## src/rtl/memory_game_pkg.sv

```systemverilog
// Shared types and constants for the memory game controller.
package memory_game_pkg;

  typedef enum logic [2:0] {
    START        = 3'd0,
    PATTERN_OFF  = 3'd1,
    PATTERN_SHOW = 3'd2,
    WAIT_PLAYER  = 3'd3,
    INCR_SCORE   = 3'd4,
    WINNER       = 3'd5,
    LOSER        = 3'd6
  } state_e;

  localparam int unsigned      LFSR_W    = 22;
  localparam logic [LFSR_W-1:0] LFSR_SEED = 22'h1;
  localparam logic [7:0]        WIN_CODE  = 8'h0A;
  localparam logic [7:0]        LOSE_CODE = 8'h0F;

  // Move value 0..3 selects LED/switch 1..4.
  function automatic logic [3:0] move_onehot(input logic [1:0] i_move);
    return 4'b0001 << i_move;
  endfunction

endpackage

```

## src/rtl/game_lfsr.sv

```systemverilog
// Free-running 22-bit maximal-length LFSR (taps 22,21); never reaches all-zero.
module game_lfsr
  import memory_game_pkg::*;
(
  input  logic              i_Clk,
  input  logic              i_Rst_L,
  output logic [LFSR_W-1:0] o_LFSR
);

  logic [LFSR_W-1:0] r_lfsr;

  always_ff @(posedge i_Clk or negedge i_Rst_L) begin
    if (!i_Rst_L) r_lfsr <= LFSR_SEED;
    else          r_lfsr <= {r_lfsr[LFSR_W-2:0], r_lfsr[21] ^ r_lfsr[20]};
  end

  assign o_LFSR = r_lfsr;

endmodule

```

## src/rtl/memory_game_fsm.sv

```systemverilog
// Simon-style memory game: shows a growing LFSR-derived LED sequence, then
// checks the player's switch presses against it and reports score/win/lose.
module memory_game_fsm
  import memory_game_pkg::*;
#(
  parameter int unsigned CLKS_PER_SEC = 25000000,
  parameter int unsigned GAME_LIMIT   = 6
) (
  input  logic       i_Clk,
  input  logic       i_Rst_L,
  input  logic       i_Switch_1,
  input  logic       i_Switch_2,
  input  logic       i_Switch_3,
  input  logic       i_Switch_4,
  output logic [7:0] o_Score,
  output logic       o_LED_1,
  output logic       o_LED_2,
  output logic       o_LED_3,
  output logic       o_LED_4
);

  localparam int unsigned T_CYC = (CLKS_PER_SEC / 4 == 0) ? 1 : CLKS_PER_SEC / 4;
  localparam int unsigned CNT_W = (T_CYC > 1) ? $clog2(T_CYC) : 1;
  localparam int unsigned PAT_W = 2 * GAME_LIMIT;

  state_e             r_state, w_state_nxt;
  logic [3:0]         r_sw, r_sw_d, w_press;
  logic [PAT_W-1:0]   r_pattern, w_pattern_nxt;
  logic [3:0]         r_score, w_score_nxt;
  logic [3:0]         r_index, w_index_nxt;
  logic [CNT_W-1:0]   r_cnt, w_cnt_nxt;
  logic [1:0]         w_move;
  logic [3:0]         w_move_1h;
  logic               w_start, w_timer_done;
  logic [LFSR_W-1:0]  w_lfsr;
  logic               w_unused_lfsr;
  logic [3:0]         r_led, w_led_nxt;
  logic [7:0]         r_score_out, w_score_out_nxt;

  game_lfsr u_lfsr (
    .i_Clk   (i_Clk),
    .i_Rst_L (i_Rst_L),
    .o_LFSR  (w_lfsr)
  );

  // Only the low bits seed the pattern; the rest just keep the sequence long.
  assign w_unused_lfsr = ^(w_lfsr >> PAT_W);

  assign w_press      = r_sw & ~r_sw_d;
  assign w_start      = r_sw[0] & r_sw[1];
  assign w_move       = 2'(r_pattern >> {r_index, 1'b0});
  assign w_move_1h    = move_onehot(w_move);
  assign w_timer_done = (r_cnt == CNT_W'(T_CYC - 1));

  always_ff @(posedge i_Clk or negedge i_Rst_L) begin
    if (!i_Rst_L) begin
      r_sw   <= '0;
      r_sw_d <= '0;
    end else begin
      r_sw   <= {i_Switch_4, i_Switch_3, i_Switch_2, i_Switch_1};
      r_sw_d <= r_sw;
    end
  end

  always_ff @(posedge i_Clk or negedge i_Rst_L) begin
    if (!i_Rst_L) r_state <= START;
    else          r_state <= w_state_nxt;
  end

  always_comb begin
    w_state_nxt   = r_state;
    w_pattern_nxt = r_pattern;
    w_score_nxt   = r_score;
    w_index_nxt   = r_index;
    w_cnt_nxt     = '0;
    case (r_state)
      START, WINNER, LOSER: begin
        if (w_start) begin
          w_state_nxt   = PATTERN_OFF;
          w_pattern_nxt = w_lfsr[PAT_W-1:0];
          w_score_nxt   = '0;
          w_index_nxt   = '0;
        end
      end
      PATTERN_OFF: begin
        if (w_timer_done) begin
          if (r_index == r_score + 4'd1) begin
            w_state_nxt = WAIT_PLAYER;
            w_index_nxt = '0;
          end else begin
            w_state_nxt = PATTERN_SHOW;
          end
        end else begin
          w_cnt_nxt = r_cnt + CNT_W'(1);
        end
      end
      PATTERN_SHOW: begin
        if (w_timer_done) begin
          w_state_nxt = PATTERN_OFF;
          w_index_nxt = r_index + 4'd1;
        end else begin
          w_cnt_nxt = r_cnt + CNT_W'(1);
        end
      end
      WAIT_PLAYER: begin
        // A multi-switch press never equals a one-hot move, so it loses too.
        if (w_press != 4'd0) begin
          if (w_press == w_move_1h) begin
            w_index_nxt = r_index + 4'd1;
            if (r_index == r_score) w_state_nxt = INCR_SCORE;
          end else begin
            w_state_nxt = LOSER;
          end
        end
      end
      INCR_SCORE: begin
        w_score_nxt = r_score + 4'd1;
        if (r_score == 4'(GAME_LIMIT - 1)) begin
          w_state_nxt = WINNER;
        end else begin
          w_state_nxt = PATTERN_OFF;
          w_index_nxt = '0;
        end
      end
      default: w_state_nxt = START;
    endcase
  end

  always_ff @(posedge i_Clk or negedge i_Rst_L) begin
    if (!i_Rst_L) begin
      r_pattern <= '0;
      r_score   <= '0;
      r_index   <= '0;
      r_cnt     <= '0;
    end else begin
      r_pattern <= w_pattern_nxt;
      r_score   <= w_score_nxt;
      r_index   <= w_index_nxt;
      r_cnt     <= w_cnt_nxt;
    end
  end

  always_comb begin
    w_led_nxt       = '0;
    w_score_out_nxt = 8'(r_score);
    case (r_state)
      PATTERN_SHOW: w_led_nxt       = w_move_1h;
      WAIT_PLAYER:  w_led_nxt       = r_sw;
      WINNER:       w_score_out_nxt = WIN_CODE;
      LOSER:        w_score_out_nxt = LOSE_CODE;
      default:      w_led_nxt       = '0;
    endcase
  end

  always_ff @(posedge i_Clk or negedge i_Rst_L) begin
    if (!i_Rst_L) begin
      r_led       <= '0;
      r_score_out <= '0;
    end else begin
      r_led       <= w_led_nxt;
      r_score_out <= w_score_out_nxt;
    end
  end

  assign o_Score = r_score_out;
  assign o_LED_1 = r_led[0];
  assign o_LED_2 = r_led[1];
  assign o_LED_3 = r_led[2];
  assign o_LED_4 = r_led[3];

endmodule

```

## config.mk

```make
export PLATFORM = sky130hd
export DESIGN_NAME = memory_game_fsm
export DESIGN_NICKNAME = d
export VERILOG_FILES = /design/src/rtl/memory_game_pkg.sv /design/src/rtl/game_lfsr.sv /design/src/rtl/memory_game_fsm.sv
export SDC_FILE = /design/constraint.sdc
export NUM_CORES = 1
export LEC_CHECK = 0
export ABC_AREA = 0
export BUFFER_PORTS_ARGS = -buffer_cell sky130_fd_sc_hd__buf_2
export CAP_MARGIN = 10
export CORE_ASPECT_RATIO = 0.6
export CORE_UTILIZATION = 47
export CTS_BUF_LIST = sky130_fd_sc_hd__clkbuf_8
export DETAILED_ROUTE_END_ITERATION = 16
export SETUP_SLACK_MARGIN = 0.05
export SKIP_CTS_REPAIR_TIMING = 1
export SLEW_MARGIN = 40
export SYNTH_ARGS = -nofsm -noshare
export SYNTH_HDL_FRONTEND = slang
export SYNTH_SLANG_ARGS = --single-unit
```

## constraint.sdc

```tcl
create_clock -name i_Clk -period 5.13 [get_ports i_Clk]
set_input_delay 0.2565 -clock i_Clk [delete_from_list [all_inputs] [get_ports i_Clk]]
set_output_delay 0.2565 -clock i_Clk [all_outputs]
set_load 0.05 [all_outputs]
```

# --- Word-level counts from Yosys, hierarchy flattened ---
# Index checks and enable logic that the tools add are counted.
totals:
  reg_bits: 84
  out_inout_bits: 12
  in_bits: 6
  word_cells: 70
op_classes:
  shifts: 2
  mux: 22
  n_eq_ne: 19
  bitwise: 4
  addsub: 3
  n_reduce_logical: 10
ops:
  columns: ["operator", "count"]
  rows:
  - ["two-way mux 23 bit", 2]
  - ["two-way mux 4 bit", 7]
  - ["case mux 4 bit (2 select lines)", 3]
  - ["adder 23 x 1 -> 23 bit, second input constant", 1]
  - ["equality test 23 bit, second input constant", 1]
  - ["two-way mux 3 bit", 7]
  - ["case mux 4 bit (5 select lines)", 1]
  - ["case mux 3 bit (5 select lines)", 1]
  - ["!= test 2 bit, second input constant", 7]
  - ["equality test 4 bit", 3]
  - [">> shifter 12 x 5 -> 2 bit", 1]
  - ["equality test 3 bit, second input constant", 3]
  - ["adder 4 x 1 -> 4 bit, second input constant", 2]
  - ["AND reduction 8 bit", 1]
  - ["equality test 3 x 2 -> 1 bit, second input constant", 2]
  - ["AND reduction 5 bit", 1]
  - ["nonzero test 5 bit", 1]
  - ["AND 4 bit", 1]
  - ["equality test 4 x 3 -> 1 bit, second input constant", 1]
  - ["NOT 4 bit", 1]
  - ["AND reduction 2 bit", 2]
  - ["nonzero test 4 bit", 1]
  - ["<< shifter 1 x 2 -> 4 bit, first input constant", 1]
  - ["equality test 3 x 1 -> 1 bit, second input constant", 1]
  - ["other kinds (8)", 8]

# --- Logic depth before layout (Yosys ltp) ---
depth:
  ltp_word: 6
  mapped_depth: 9
  depth_no_buf: 9

# --- Cells and area by module ---
# From an unflattened synthesis, not the netlist that was laid out.
unflattened:
  hier_cells: 324
  area_unflattened_um2: 3677.3
by_module_without_submodules:
  columns: ["mod", "cells_each", "area_each_um2", "n_inst", "seq_area_each_um2"]
  rows:
  - ["memory_game_fsm", 301, 3116.7, 1, 1551.5]
  - ["game_lfsr", 23, 560.5, 1, 551.8]

# --- Worst setup path before layout ---
# Ideal clock, no wire load.
synth_path:
  kind: "register -> register"
  startpoint: "register r_index[0]"
  endpoint: "register r_index[0]"
  n_path_buf: 1
  synth_period_minus_slack_ps: 2435
  setup_ps: 125
  arrival_ps: 2310
  path_slack_ps: 2695
  path_stages_with_launch: 9
  t_required_ps: 5005
  cell_sequence: "dfrtp_1 -> buf_6 -> mux4_2 -> nand2b_4 -> a41oi_2 -> or3_1 -> a32oi_2 -> o21ai_2 -> mux2_4"
synth_between:
  elab_chain_len: 5
  word_cells_on_any_way: 12
  cone_classes: "1 x add/sub; 4 x eq/ne; 2 x shift; 4 x mux; 1 x reduce/logical"
synth_lines:
  columns: ["item", "line", "text"]
  rows:
  - ["start: declaration", "memory_game_fsm.sv:30", "logic [3:0] r_index, w_index_nxt;"]
  - ["start signal: assignment", "memory_game_fsm.sv:138", "r_index <= w_index_nxt;"]
  - [">> shifter 12 x 5 -> 2 bit", "memory_game_fsm.sv:51", "assign w_move = 2'(r_pattern >> {r_index, 1'b0});"]
  - ["<< shifter 1 x 2 -> 4 bit", "memory_game_pkg.sv:21", "return 4'b0001 << i_move;"]
  - ["equality test 4 bit", "memory_game_fsm.sv:108", "if (w_press == w_move_1h) begin"]
  - ["!= test 2 bit (no source line)", null, null]
  - ["AND reduction 8 bit (no source line)", null, null]
# Parallel ways exist; a longest one is shown, timed or not. The select of a mux whose other input is x is not followed.
# A chain may end at the register's enable or synchronous reset.

# --- Worst setup path in the final report ---
# Same ends and word-level chain as after synthesis.

==> metrics.md <==
| Metric | Value |
|---|---|
| CTS buffer count | 9 |
| P_int | about 1.2 mW |
| Mux contribution to synthesized area | 0.0605 |
| Clock share of power | 0.290 |
| YS warnings | 0 |
| CTS tree | done |
| Final critical-path required period | 2.73 ns |
| Leak | around 1.9 nW |
| Critical Path Sink Type | register |
| Post-Synthesis Cells | around 330 |
| Clock Tree Buf Depth | 2 |
| Final Hold Vio Count | 0 |
| Via/cell ratio | 5.16 |
| Post-route cell area | 0.00414 mm2 |
| Most common cell after layout, fill and taps aside | dfrtp_1 |
| Dpl ws | roughly 2.4 ns |
| Largest area contributor in the netlist | dfrtp_1 |
| Final core utilization | 0.556 |
| Clock-pin slew on the worst setup and hold paths | roughly 0.08 ns |
| Rel. slew slack | 0.571 |
| Startpoint class of the critical path | register |
| First-pass GRT wire length | approximately 11,000 um |
| Net Switching | 0.628 mW |
| Total Neg Setup Slack | 0 ns |
| XOR/XNOR Fraction of Synth Area | 0.0683 |
| Root buf cell | clkbuf_8 |
| Nets | 362 |
| Filler Cells Inserted | 649 |
| Largest net degree at the start of global routing | 85 |
| Clk sinks | between 80 and 90 |
| Routed WL per cell | 14.8 um |
| Worst slew pin tran | 0.643 ns |
| Critical path fanouts, max | 10 |
| Final Cycle Share | 0.532 |
| Worst Slack Setup Final | 2.40 ns |
| EDFF count, synth | 0 |
| Commonest non-fill, non-tap cells in the layout | dfrtp_1 (83), nor2_1 (41), nand2_1 (18) |
| Req. time, crit path | 5.38 ns |
| Setup CP Type | register to register |
| # diodes | 0 |
| Max-cap violations | 0 |
| DP HPWL | 4660 um |
| Port Buffers | 13 |
| Num ports | 18 |
| DRT iter0 DRCs | 240 |
| Slowest CP cell | dfrtp_1 |
| Max-slew violations | 0 |
| Core area | 0.00745 mm2 |
| Highest clock rate | approximately 370 MHz |
| Chip height | 70.9 um |
| Global placer's final weighted congestion | 0.800 |
| DP Area | 0.00386 mm2 |
| Largest family of logic cells by synthesized area | simple AND/OR/NAND/NOR gates |
| Die area | 0.00829 mm2 |
| Distinct cells, synth | 55 |
| # H-tree levels | 3 |
| GRT Total Usage | 0.191 |
| Final setup fails | 0 |
| Synthesized cell area | 0.00372 mm2 |
| Hold Crit Class | register to register |
| DR vias | 2,374 |
| FFs w/ async S/R, synth | 1.00 |
| WL final | 6800 um |
| Power per standard cell area | 435 mW/mm2 |
| Synth top area cells | dfrtp_1 (56%), mux2_2 (4.2%), nor2_1 (4.1%) |
| Post-route clock skew | approximately 0.0087 ns |
| Switching share of total power | 0.349 |
| Global route total overflow | 0 |
| Initial antenna violation count | 0 |
| Rows | 24 |
| Post-synthesis sequential area ratio | 0.565 |
| RSZ-0062 raised after global routing | no |
| Synth Area per Inst | 11.1 um2 |
| Sequential Power Share | 0.432 |
| Synth Area in Compound Gates | 0.0888 |
| Worst-Skew Late Latency | 0.36 ns |
| WHS | around 0.35 ns |
| Synth-to-Final Area Change | 11.2% |
| DRC | 0 |
| Crit path largest cell delay | 0.59 ns |
| Simple-gate area share of the yosys netlist | 0.169 |
| Ys flop type | dfrtp_1 |
| Adder-cell share of the synthesized area | 0.0134 |
| Share of layout cells above drive strength 1 | 0.152 |
| Vias in the first global route | 2,190 |
| First drt pass iteration count | 4 |
| Worst-path cell chain | mux4_2, nand2b_4, a41oi_2, or3_1, a32oi_2, o21ai_2, mux2_4 |
| Logic pwr share | 0.278 |
| Register bit total from synthesis | between 80 and 90 |
| VDD IR max | 204 uV |
| Routed Antenna Nets | 0 |
| Status | completed |
| Post-synth top area share | 0.558 |
| Die Width | 117 um |
| Arrival time worst endpoint | 2.98 ns |
| Starting Density | 0.500 |
[power by group through the flow]
stage	logic [mW]	registers, mW	clock network [mW]
2_1_floorplan	0.347	0.813	0
3_3_place_gp	0.488	0.789	0
3_5_place_dp	0.491	0.791	0
4_1_cts	0.494	0.778	0.540
5_1_grt	0.552	0.788	0.565
6_report	0.499	0.778	0.522
[cells in the mapped netlist, drive strengths merged (2+ instances only)]
cell,number
nor3,2
mux2i,3
inv,9
nand2,18
mux2,15
and3,9
buf,9
a22oi,2
o211ai,2
nand2b,11
xnor2,16
clkbuf,7
ha,4
o22ai,2
nand4,8
nor2,41
nand3,15
o21ai,12
a21oi,11
nor2b,5
xor2,13
or2,2
o2bb2ai,3
nand3b,3
or3,7
dfrtp,83
[cells by family (layout without fill, tap and decap cells)]
| group | count (synthesis) | after routing |
|---|---|---|
| DFF | 84 | 84 |
| xor gates and xnor gates | 29 | 29 |
| other | 1 | 4 |
| adders and majority gates | 4 | 4 |
| buffers and inverters | 26 | 45 |
| AOI/OAI and AO/OA | 46 | 46 |
| muxes | 19 | 19 |
| and+or+nand+nor | 125 | 125 |
[area by class of cell]
class                   instances  area (um2)  area share
flip-flops and latches         84        2100       0.508
multi-input cells             227        1510       0.364
repair buffers                 20         139      0.0336
clock buffers                  10         138      0.0333
well taps                     104         130      0.0314
clock inverters                 5        85.1      0.0206
inverters                      10        37.5     0.00907
[stage by stage]
step	std cells	power, mW
after floorplan	337	1.16
after global placement	440	1.28
after detailed placement	440	1.28
after CTS	455	1.81
after global routing	460	1.91
final	460	1.80
[registers in the layout (all words and copies together) (netlist names)]
| signal | cells |
|---|---|
| r_cnt | 23 |
| u_lfsr.o_LFSR | 22 |
| r_pattern | 12 |
| o_Score | 4 |
| r_index | 4 |
| r_led | 4 |
| r_score | 4 |
| r_sw | 4 |
| r_sw_d | 4 |
| r_state | 3 |
[critical path, delay by kind of cell (launching register included)]
family	cells	cell delay, ns
AO/OA/AOI/OAI	3	0.60
flip-flops	1	0.59
multiplexers	2	0.90
AND/OR/NAND/NOR	2	0.54
[path summary, 6_finish.rpt]
kind / from / end / depth (start not counted) / slack [ns]
min in group asynchronous: i_Rst_L / r_cnt[11] / 2 / 0.50
min reg2reg: u_lfsr.o_LFSR[18] / u_lfsr.o_LFSR[19] / 0 / 0.35
max reg2reg: r_index[0] / r_index[0] / 7 / 2.40
max in group asynchronous: i_Rst_L / r_pattern[3] / 2 / 4.19
min: u_lfsr.o_LFSR[18] / u_lfsr.o_LFSR[19] / 0 / 0.35
max: r_index[0] / r_index[0] / 7 / 2.40
[layer usage]
metal / track usage / share of wire
met5: 0 / 0
met4: 0.0717 / 0.013
met3: 0.0617 / 0.044
met2: 0.210 / 0.35
met1: 0.328 / 0.59
(Power assumes the default switching activity.)
